### src/rtl/imem_loader.sv
// imem_loader: writer side of the instruction RAM (port B).
// Takes a program as a byte stream with a valid/ready handshake. The frame is big-endian:
// LEN_HI, LEN_LO, then N x (W_HI, W_LO), then CS_HI, CS_LO. Each 16-bit word is written once,
// in order, starting at BASE_ADDR. The CPU is held while a load runs. It is released only when
// the received checksum matches the sum of the written words.
// Ports:
//   clk, reset            clock; asynchronous active-high reset
//   start                 begin a load (honoured in IDLE/DONE/ERR only)
//   byte_in, byte_valid   stream input
//   byte_ready            loader accepts a byte this cycle
//   mem_addr, mem_data    RAM port B address / write data
//   mem_wren              RAM port B write enable (single-cycle pulses)
//   cpu_hold              stall the CPU pipeline
//   done, error           sticky load status until next start
//   words_loaded          words written in the current/last load
//   checksum              running mod-2^16 sum of written words
module imem_loader #(
    parameter int unsigned MAX_WORDS = 1024,
    parameter logic [15:0] BASE_ADDR = 16'h0000
) (
    input  logic        clk,
    input  logic        reset,
    input  logic        start,
    input  logic [7:0]  byte_in,
    input  logic        byte_valid,
    output logic        byte_ready,
    output logic [15:0] mem_addr,
    output logic [15:0] mem_data,
    output logic        mem_wren,
    output logic        cpu_hold,
    output logic        done,
    output logic        error,
    output logic [15:0] words_loaded,
    output logic [15:0] checksum
);

    typedef enum logic [3:0] {
        StIdle,
        StLenHi,
        StLenLo,
        StDataHi,
        StDataLo,
        StWrite,
        StCsumHi,
        StCsumLo,
        StDone,
        StErr
    } state_t;

    state_t      state;
    logic [15:0] len;
    logic [7:0]  hi_byte;

    logic        xfer;
    logic [15:0] rx_word;
    logic [15:0] next_count;
    logic        len_too_big;

    assign xfer        = byte_valid && byte_ready;
    assign rx_word     = {hi_byte, byte_in};
    assign next_count  = words_loaded + 16'd1;
    assign len_too_big = 32'(rx_word) > MAX_WORDS;

    // Both are plain decodes of the state register.
    // The write pulse and the ready window therefore never overlap.
    assign byte_ready = state inside {StLenHi, StLenLo, StDataHi, StDataLo, StCsumHi, StCsumLo};
    assign mem_wren   = (state == StWrite);

    always_ff @(posedge clk or posedge reset) begin
        if (reset) begin
            state        <= StIdle;
            len          <= 16'd0;
            hi_byte      <= 8'd0;
            mem_addr     <= 16'd0;
            mem_data     <= 16'd0;
            cpu_hold     <= 1'b0;
            done         <= 1'b0;
            error        <= 1'b0;
            words_loaded <= 16'd0;
            checksum     <= 16'd0;
        end else begin
            case (state)
                StIdle, StDone, StErr: begin
                    if (start) begin
                        state        <= StLenHi;
                        cpu_hold     <= 1'b1;
                        done         <= 1'b0;
                        error        <= 1'b0;
                        words_loaded <= 16'd0;
                        checksum     <= 16'd0;
                    end
                end
                StLenHi: begin
                    if (xfer) begin
                        hi_byte <= byte_in;
                        state   <= StLenLo;
                    end
                end
                StLenLo: begin
                    if (xfer) begin
                        len <= rx_word;
                        if (len_too_big) begin
                            state <= StErr;
                            done  <= 1'b1;
                            error <= 1'b1;
                        end else if (rx_word == 16'd0) begin
                            state <= StCsumHi;
                        end else begin
                            state <= StDataHi;
                        end
                    end
                end
                StDataHi: begin
                    if (xfer) begin
                        hi_byte <= byte_in;
                        state   <= StDataLo;
                    end
                end
                StDataLo: begin
                    if (xfer) begin
                        mem_data <= rx_word;
                        mem_addr <= BASE_ADDR + words_loaded;  // wraps mod 2^16
                        state    <= StWrite;
                    end
                end
                StWrite: begin
                    words_loaded <= next_count;
                    checksum     <= checksum + mem_data;
                    state        <= (next_count < len) ? StDataHi : StCsumHi;
                end
                StCsumHi: begin
                    if (xfer) begin
                        hi_byte <= byte_in;
                        state   <= StCsumLo;
                    end
                end
                StCsumLo: begin
                    if (xfer) begin
                        done <= 1'b1;
                        if (rx_word == checksum) begin
                            state    <= StDone;
                            error    <= 1'b0;
                            cpu_hold <= 1'b0;
                        end else begin
                            // Keep the CPU held: a partial or corrupt image must not run.
                            state <= StErr;
                            error <= 1'b1;
                        end
                    end
                end
                default: state <= StIdle;
            endcase
        end
    end

endmodule

### config.mk
export PLATFORM = sky130hd
export DESIGN_NAME = imem_loader
export DESIGN_NICKNAME = d
export VERILOG_FILES = /design/src/rtl/imem_loader.sv
export SDC_FILE = /design/constraint.sdc
export NUM_CORES = 1
export LEC_CHECK = 0
export CAP_MARGIN = 0
export CORE_AREA = 2 2 92 116
export DETAILED_ROUTE_END_ITERATION = 8
export DIE_AREA = 0 0 94 118
export GPL_ROUTABILITY_DRIVEN = 0
export PLACE_DENSITY = 0.82
export SETUP_SLACK_MARGIN = 0.5
export SYNTH_ARGS = -nofsm -noshare
export SYNTH_HDL_FRONTEND = slang
export SYNTH_SLANG_ARGS = --single-unit
### constraint.sdc
create_clock -name clk -period 3.5 [get_ports clk]
set_input_delay 0.7 -clock clk [delete_from_list [all_inputs] [get_ports clk]]
set_output_delay 0.7 -clock clk [all_outputs]
set_load 0.02 [all_outputs]
==> metrics.txt <==
ANT nets after route=0; Worst setup SP type=flip-flop; IO Port Bufs=80; largest area contributor in the netlist=dfrtp_1; syn_area_per_cell=about 10 sq um; top cell type's share of synthesized area=0.444; worst skew pair latency=around 0.35 ns; ant diodes=0; hold buffer count at cts=0; synthesized net count=between 500 and 600; share of post-route cells with drive strength above 1=0.184; Max Clock Skew=slightly below 0.005 ns; Synth area leaders=dfrtp_1 44%, mux2_2 11%, ha_1 7.2%; delay-heaviest family, CP=compound AO/OA/AOI/OAI gates; initial antenna violation count=0; I/O pins=just over 80; final setup vio count=0; r2r endpoint=state[2]; crit end category=flip-flop; slew margin rel.=0.552; clock-pin slew on the worst setup and hold paths=about 0.07 ns; DRC Markers=0; Pleak=a little over 3 nW; # clock sinks=95; DR iter-0 viols=around 280; post-synthesis async set-or-reset flop share=1.00; die height=about 120 um; largest net degree at the start of global routing=96; Hold Path Class=flip-flop to flip-flop; hold endpoint=mem_addr[8]; DR vias=around 4400; Avg Vias per Cell=5.95; area grow syn2layout=25.4%; WS Path Type=flip-flop to flip-flop; Pre-antenna DRT Iters=5; sequential fraction of the synthesis area=0.444; Power per Cell Area=around 830 nW/um^2; Post-Synthesis Cell Area=around 5400 sq um; synthesized flop and latch total=95; Hold Startpoint=mem_addr[8]; H-tree levels=3; Nets=654; fillers=between 700 and 800; worst slew pin tran=around 0.67 ns; detailed placement HPWL=a little over 9000 um; vias in the first global route=between 4000 and 5000; setup TNS=0 ns; synth unique cells=57; Reg2Reg Depth=13; Hold Path Depth=2; CP max FO=5; status=finished, final reports clean; Crit path required time=~3.7 ns; fmax=approximately 330 MHz; reg-to-reg setup timing slack=roughly 0.51 ns; Total GRT Usage=0.251; area of the multi-input gates=between 2000 and 3000 sq um; Max Slew Vio Count=0; cells after synthesis=between 500 and 600; grt ovf=0; register area=around 2400 sq um; Worst path max stage delay=0.39 ns; row count=41; total core area=approximately 10000 sq um; slowest CP cell=dfrtp_2; main flop type after synthesis=dfrtp_1; number of synthesized flops with an enable pin=0; Post-Route WL=about 13000 um; die footprint=roughly 11000 sq um; period utilization=0.854; Clock Path Buffers=2; wire per inst=around 18 um; final design utilization=0.672; WP data arrival=3.22 ns; CTS root buf=clkbuf_16; TritonCTS Buffers=9; Initial Utilization=0.535; RSZ-0062 raised after global routing=yes; worst path cell trace=ha_4, nand4_1, nor4_4, buf_4, nand3_1, xnor2_1, ha_1, a21o_1, a21o_1, a2111oi_2, o21ai_1, a22oi_1, o21ai_1; worst r2r src=words_loaded[1]; synth warn=0; Critical path buffers and inverters=1; Worst IR Drop VDD=0.000585 V; first-pass GRT wire length=roughly 22000 um; Die W=around 94 um; fin cells=around 740; final hold violation count=0; number of max-cap violations=0; placed instance count=between 700 and 800; CTS tree=yes; Tmin final=2.99 ns
report_power, final:
group          internal, mW  switching, mW
Clock                 0.511          0.446
Sequential             1.50          0.461
Combinational          1.28           1.42
Total                  3.28           2.33
layer usage:
metal | vias to the layer above | track usage | routed length [um]
li1 | 2043 | - | -
met1 | 2166 | 0.311 | 5270
met2 | 175 | 0.423 | 6700
met3 | 40 | 0.0423 | 698
met4 | 0 | 0.117 | 517
met5 | - | 0 | 0
cells in the mapped netlist, types with 6 or more instances:
library cell,instances
xor2_1,27
clkbuf_1,8
a21oi_1,25
mux2_2,52
inv_1,28
buf_2,8
o21ai_1,6
nand2_1,52
nand3_1,20
a22o_1,7
nor4_1,8
o21ai_0,36
ha_1,31
nor2_1,22
xnor2_1,15
dfrtp_1,95
nand4_1,8
worst register-to-register path: stages, from the launching register on:
cell       delay (ns)
dfrtp_2          0.39
ha_4             0.16
nand4_1          0.21
nor4_4           0.27
buf_4            0.20
nand3_1          0.14
xnor2_1          0.17
ha_1             0.19
a21o_1           0.18
a21o_1           0.18
a2111oi_2        0.33
o21ai_1          0.16
a22oi_1          0.22
o21ai_1          0.09
how the worst max path moves through the flow:
stage	to	depth (start not counted)	startpoint
after global routing	state[2]	13	words_loaded[1]
after detailed placement	state[2]	13	words_loaded[0]
after floorplan	state[2]	13	words_loaded[0]
after global placement	state[2]	13	words_loaded[0]
final	state[2]	13	words_loaded[1]
after CTS	state[0]	12	words_loaded[0]
area by class of cell:
cell class | count | area share
well taps | 129 | 0.0240
inverters | 28 | 0.0162
clock inverters | 6 | 0.00801
repair buffers | 96 | 0.139
multi-input cells | 380 | 0.422
flip-flops and latches | 95 | 0.355
clock buffers | 10 | 0.0356
kinds of logic (layout without fill, tap and decap cells):
family,count (synthesis),after routing,share of synthesized area
AO/OA/AOI/OAI,111,111,0.130
buffers and inverters,46,140,0.0355
AND/OR/NAND/NOR,143,143,0.136
multiplexers,52,52,0.109
XOR/XNOR,42,42,0.0687
adder cells (fa/ha/maj),32,32,0.0762
flip-flops,95,95,0.444
sequential cells by signal, summed over array words and instances (netlist names):
| register | count |
|---|---|
| checksum | 16 |
| len | 16 |
| mem_addr | 16 |
| mem_data | 16 |
| words_loaded | 16 |
| hi_byte | 8 |
| state | 4 |
| cpu_hold | 1 |
| done | 1 |
| error | 1 |
repair_timing:
action	in CTS	in global routing
pin swaps	3	7
buffers inserted	4	4
gates cloned	0	0
gates resized for setup	6	8
setup endpoints to repair	2	2
through the flow:
| stage | worst slack (ns) | cell area [sq um] | total power, mW | hold slack (ns) |
|---|---|---|---|---|
| floorplan | 0.521 | 5360 | 3.59 | 0.479 |
| global placement | 0.351 | 6310 | 4.47 | 0.461 |
| finish | 0.510 | 6720 | 5.61 | 0.482 |
| detailed placement | 0.235 | 6310 | 4.58 | 0.470 |
| global route | 0.353 | 6720 | 5.99 | 0.510 |
| CTS | 0.504 | 6660 | 5.61 | 0.490 |
cells in the final DEF, fill, tap and decap left out, types with 9 or more instances in the layout:
cell type	instances
nand2_1	52
buf_4	15
o21ai_0	35
mux2_2	52
nor2_1	22
clkdlybuf4s50_1	80
nand3_1	18
a21oi_1	25
xor2_1	27
inv_1	27
xnor2_1	15
clkbuf_16	9
ha_1	30
dfrtp_1	90
Power figures use the tool's default switching activity.
